==> config.mk <==
export PLATFORM = sky130hd
export DESIGN_NAME = byte_serial_sub32
export DESIGN_NICKNAME = d
export VERILOG_FILES = /design/src/rtl/byte_serial_sub32.sv
export SDC_FILE = /design/constraint.sdc
export NUM_CORES = 1
export LEC_CHECK = 0
export CAP_MARGIN = 20
export CORE_MARGIN = 4
export CORE_UTILIZATION = 51
export DETAILED_ROUTE_END_ITERATION = 8
export PLACE_DENSITY = 0.8
export SYNTH_ARGS = -nofsm -noshare
export SYNTH_HDL_FRONTEND = slang
export SYNTH_SLANG_ARGS = --single-unit
==> constraint.sdc <==
create_clock -name clk_i -period 4.1 [get_ports clk_i]
set_input_delay 0.82 -clock clk_i [delete_from_list [all_inputs] [get_ports clk_i]]
set_output_delay 0.82 -clock clk_i [all_outputs]
set_load 0.01 [all_outputs]
==> src/rtl/byte_serial_sub32.sv <==
// byte_serial_sub32: multi-cycle subtractor/comparator.
// Computes A - B as A + ~B + 1, one SLICE-bit slice per clock.
// The carry between slices is held in a register.
// Produces a registered difference plus zero, unsigned-less-than and
// signed-less-than flags, with valid/ready handshakes on both sides.
module byte_serial_sub32 #(
    parameter int unsigned WIDTH = 32,
    parameter int unsigned SLICE = 8
) (
    input  logic             clk_i,
    input  logic             rst_ni,
    input  logic             valid_i,
    output logic             ready_o,
    input  logic [WIDTH-1:0] a_i,
    input  logic [WIDTH-1:0] b_i,
    output logic             valid_o,
    input  logic             result_ready_i,
    output logic [WIDTH-1:0] diff_o,
    output logic             zero_o,
    output logic             ltu_o,
    output logic             lt_o
);

    localparam int unsigned NSLICE = WIDTH / SLICE;
    localparam int unsigned CNT_W  = (NSLICE > 1) ? $clog2(NSLICE) : 1;
    localparam logic [CNT_W-1:0] LAST_SLICE = CNT_W'(NSLICE - 1);

    typedef enum logic [1:0] {
        IDLE = 2'd0,
        RUN  = 2'd1,
        DONE = 2'd2
    } state_e;

    state_e           state_q, state_d;
    logic [WIDTH-1:0] a_q, a_d;
    logic [WIDTH-1:0] b_q, b_d;
    logic [WIDTH-1:0] diff_q, diff_d;
    logic [CNT_W-1:0] cnt_q, cnt_d;
    logic             carry_q, carry_d;
    logic             zero_q, zero_d;
    logic             ltu_q, ltu_d;
    logic             lt_q, lt_d;

    logic [SLICE-1:0] a_slice;
    logic [SLICE-1:0] b_slice;
    logic [SLICE:0]   slice_sum;

    // Pick the operand slices addressed by the counter, then form the
    // narrow slice sum a + ~b + carry (bit SLICE is the carry out).
    always_comb begin
        a_slice = '0;
        b_slice = '0;
        for (int unsigned i = 0; i < NSLICE; i++) begin
            if (cnt_q == CNT_W'(i)) begin
                a_slice = a_q[i*SLICE +: SLICE];
                b_slice = b_q[i*SLICE +: SLICE];
            end
        end
        slice_sum = {1'b0, a_slice} + {1'b0, ~b_slice} + {{SLICE{1'b0}}, carry_q};
    end

    // Next-state, datapath update and flag computation.
    always_comb begin
        state_d = state_q;
        a_d     = a_q;
        b_d     = b_q;
        diff_d  = diff_q;
        cnt_d   = cnt_q;
        carry_d = carry_q;
        zero_d  = zero_q;
        ltu_d   = ltu_q;
        lt_d    = lt_q;

        case (state_q)
            IDLE: begin
                if (valid_i) begin
                    a_d     = a_i;
                    b_d     = b_i;
                    cnt_d   = '0;
                    carry_d = 1'b1;
                    diff_d  = '0;
                    state_d = RUN;
                end
            end

            RUN: begin
                for (int unsigned i = 0; i < NSLICE; i++) begin
                    if (cnt_q == CNT_W'(i)) begin
                        diff_d[i*SLICE +: SLICE] = slice_sum[SLICE-1:0];
                    end
                end
                carry_d = slice_sum[SLICE];
                cnt_d   = cnt_q + 1'b1;
                if (cnt_q == LAST_SLICE) begin
                    // Flags use the difference including the slice written
                    // this cycle, so they are taken from diff_d, not diff_q.
                    cnt_d   = '0;
                    state_d = DONE;
                    zero_d  = (diff_d == '0);
                    ltu_d   = ~slice_sum[SLICE];
                    lt_d    = (a_q[WIDTH-1] != b_q[WIDTH-1]) ? a_q[WIDTH-1]
                                                             : diff_d[WIDTH-1];
                end
            end

            DONE: begin
                if (result_ready_i) begin
                    state_d = IDLE;
                end
            end

            default: begin
                state_d = IDLE;
            end
        endcase
    end

    // State and datapath registers; reset discards any in-flight operation.
    always_ff @(posedge clk_i or negedge rst_ni) begin
        if (!rst_ni) begin
            state_q <= IDLE;
            a_q     <= '0;
            b_q     <= '0;
            diff_q  <= '0;
            cnt_q   <= '0;
            carry_q <= 1'b1;
            zero_q  <= 1'b0;
            ltu_q   <= 1'b0;
            lt_q    <= 1'b0;
        end else begin
            state_q <= state_d;
            a_q     <= a_d;
            b_q     <= b_d;
            diff_q  <= diff_d;
            cnt_q   <= cnt_d;
            carry_q <= carry_d;
            zero_q  <= zero_d;
            ltu_q   <= ltu_d;
            lt_q    <= lt_d;
        end
    end

    // Handshake outputs decode from state only.
    always_comb begin
        ready_o = (state_q == IDLE);
        valid_o = (state_q == DONE);
        diff_o  = diff_q;
        zero_o  = zero_q;
        ltu_o   = ltu_q;
        lt_o    = lt_q;
    end

endmodule
==> summary.md <==
| Metric | Value |
|---|---|
| Path type of the worst setup path | `register to register` |
| Largest net degree at the start of global routing | `72` |
| Max FO, Critical Path | `7` |
| Power Total | `6250 uW` |
| Chip Width | `107 um` |
| Max cap viols | `0` |
| Non-Filler Instances | `795` |
| CTS Hold Bufs | `0` |
| Vias in the first global route | `4,348` |
| Top FF cell, synth | `dfrtp_1` |
| Most Crowded Layer GR | `met2` |
| Remaining global-route overflow | `0` |
| CTS tree | `done` |
| WL/cell | `16.2 um` |
| Setup violation total in the final timing report | `0` |
| Full die area | `11,500 um^2` |
| Final hold violation count | `0` |
| CTS buffer count | `9` |
| Vias | `4,328` |
| Overall routing resource usage | `23.4%` |
| Mapped Cells | `568` |
| Syn Std Cell Area | `5000 um^2` |
| Layout Nets | `742` |
| Via density per instance | `5.44` |
| Root buffer cell | `clkbuf_8` |
| Syn nets | `649` |
| Synth warn | `0` |
| Multi-input gate area in the final layout | `2220 um^2` |
| Max_slew headroom | `42.2%` |
| Remaining antenna violation count | `0` |
| Layout area overhead | `27.5%` |
| Die height | `107 um` |
| Met3 Use GR | `4.88%` |
| First-pass GRT wire length | `21,400 um` |
| Hold crit path type | `register to register` |
| Max-slew violations | `0` |
| RSZ-0062 raised after global routing | `no` |
| DRC viols | `0` |
| Flops & latches, synth | `104` |
| Worst-margin pin slew | `0.867 ns` |
| Initial Utilization | `53.4%` |
| CP bufs+invs | `3` |
| Share of cells above drive strength 1 | `5.41%` |
| Asr flop ratio synth | `100%` |
| Setup crit end kind | `register` |
| CP top delay family | `simple AND/OR/NAND/NOR gates` |
| Register Area | `2600 um^2` |
| Routed WL | `12,800 um` |
| M2 GR Usage | `37.4%` |
| Clock latency at the later pin of the worst-skew pair | `0.37 ns` |
| Worst Path Arrival | `4.09 ns` |
| Pleak | `0.00303 uW` |
| Slowest CP cell | `fa_1` |
| Seq/Total Area, Yosys | `52.1%` |
| Tcrit/Tclk final | `92.4%` |
| Yosys cell types | `48` |
| Clock buffer depth | `2` |
| CP Launch Type | `register` |
| Setup_tns | `0 ns` |
| Minimum clock period after layout | `3.79 ns` |
| Final Skew | `0.0122 ns` |
| Maximum VDD drop | `514 uV` |
| Synth Area per Inst | `8.80 um^2` |
| Max stage delay on crit path | `0.51 ns` |
| Critical Path RT | `4.40 ns` |
| DRT Pass-1 Iters | `4` |
| Worst hold slack | `0.491 ns` |
| DRT iter0 DRCs | `203` |
| CP startpoint | `cnt_q[0]$_DFFE_PN0P_` |
| Placed Cells incl. Taps | `779` |
| Fillers | `769` |
| Ant diodes | `0` |
| Io pins | `105` |
| DP Wirelength | `9550 um` |
| Port bufs | `104` |
| Met1 Usage GRT | `31.1%` |
| Status | `finished clean` |
| Fmax | `264 MHz` |
| Crit-path cells | `inv_1 > ha_1 > nor2b_2 > buf_4 > a22oi_1 > nor2_1 > a21oi_1 > nor2_1 > a21oi_1 > fa_1 > inv_1 > fa_1 > nor4b_1 > nand4b_1 > nor4_1 > nand4_1 > nand2_1` |
| Final Wtd Congestion | `0.910` |
| Commonest non-fill, non-tap cells in the layout | `208 x nand2_1, 103 x dfrtp_1, 103 x clkdlybuf4s50_1` |
| Most common cell after layout, fill and taps aside | `nand2_1` |
| Clk pin slew, worst setup/hold paths | `0.11 ns` |
| Row cnt | `35` |
| H-tree Lvls | `3` |
| Hold path startpoint | `b_q[11]$_DFFE_PN0P_` |
| Post-synth EDFFs | `0` |
| CTS Sinks | `104` |
| Initial antenna violation count | `0` |
| Core Region | `9370 um^2` |
| P per Cell Area | `980 nW/um^2` |
| Reg2Reg Launch Point | `cnt_q[0]$_DFFE_PN0P_` |
[cells in the mapped netlist, types with 2 or more instances]
master	instances	share of area, %
a21oi_1	30	3.0
a22o_1	24	4.2
a22oi_1	15	2.3
a31oi_1	3	0.38
a32o_1	8	1.6
buf_2	7	0.70
clkbuf_1	25	1.9
dfrtp_1	103	52
fa_1	2	0.80
ha_1	11	2.8
inv_1	10	0.75
mux2i_1	2	0.40
nand2_1	209	16
nand2b_1	6	0.75
nand3_1	2	0.20
nand3b_1	3	0.45
nor2_1	38	2.9
nor2b_1	6	0.75
nor3_1	5	0.50
nor4_1	5	0.63
nor4b_1	2	0.35
o21a_1	3	0.45
o21ai_0	6	0.60
o21ai_1	15	1.5
o31ai_1	2	0.30
or4_1	3	0.45
xnor2_1	2	0.35
[sequential cells by signal, indices dropped and copies added, names as in the netlist]
| signal | cells |
|---|---|
| a_q | 32 |
| b_q | 32 |
| carry_q | 1 |
| cnt_q | 2 |
| diff_o | 32 |
| lt_o | 1 |
| ltu_o | 1 |
| state_q | 2 |
| zero_o | 1 |
[stage by stage]
stage | instance area (um^2) | util [%] | setup slack, ns
after floorplan | 5000 | - | 0.568
after global placement | 6160 | 65.8 | 0.493
after detailed placement | 6160 | 65.8 | 0.349
after CTS | 6370 | 68.0 | 0.269
after global routing | 6380 | 68.0 | 0.0943
final | 6380 | 68.0 | 0.312
[power by group]
group / leakage (uW) / total [uW] / switching, uW / internal, uW
logic: 0.00161 / 3780 / 2180 / 1600
clock network: 0.000104 / 678 / 370 / 308
registers: 0.00132 / 1790 / 305 / 1480
total: 0.00303 / 6250 / 2860 / 3390
[area by class of cell]
type	count	share of cell area [%]
Clock buffer	10	2.16
Clock inverter	6	1.14
Inverter	10	0.589
Multi-Input combinational cell	420	34.9
Sequential cell	104	40.8
Tap cell	129	2.53
Timing Repair Buffer	116	17.9
[metal layers]
| metal | wire (um) | vias up |
|---|---|---|
| li1 | - | 2109 |
| met4 | 351 | 0 |
| met3 | 793 | 27 |
| met5 | 0 | - |
| met1 | 5640 | 2043 |
| met2 | 6060 | 149 |
[path summary, 6_finish.rpt]
check	endpoint	slack, ns	cells past startpoint
setup / recovery	zero_o$_DFFE_PN0P_	0.31	17
hold / removal	b_q[11]$_DFFE_PN0P_	0.49	2
setup reg to reg	zero_o$_DFFE_PN0P_	0.31	17
hold reg to reg	b_q[11]$_DFFE_PN0P_	0.49	2
max in group asynchronous	carry_q$_DFFE_PN1P_	2.71	2
min in group asynchronous	diff_o[5]$_DFFE_PN0P_	0.57	1
[timing repair]
action | CTS | global route
endpoints found under the setup margin | 0 | 1
gates resized for setup | 0 | 1
buffers inserted | 0 | 0
[kinds of logic after synthesis]
logic type / Yosys count / share of synthesized area (%)
simple gates: 287 / 24.0
compound gates: 114 / 15.6
flops: 104 / 52.1
buf+inv: 44 / 3.63
fa+ha+maj: 14 / 3.75
xor+xnor: 3 / 0.525
mux: 2 / 0.400
[worst reg2reg max path, delay by kind of cell, from the launching register on]
kind	cells	cell delay, ns
and+or+nand+nor	8	1.58
adders and majority gates	3	1.14
DFF	1	0.44
buffers and inverters	3	0.38
AOI/OAI and AO/OA	3	0.19
(Power assumes the default switching activity.)
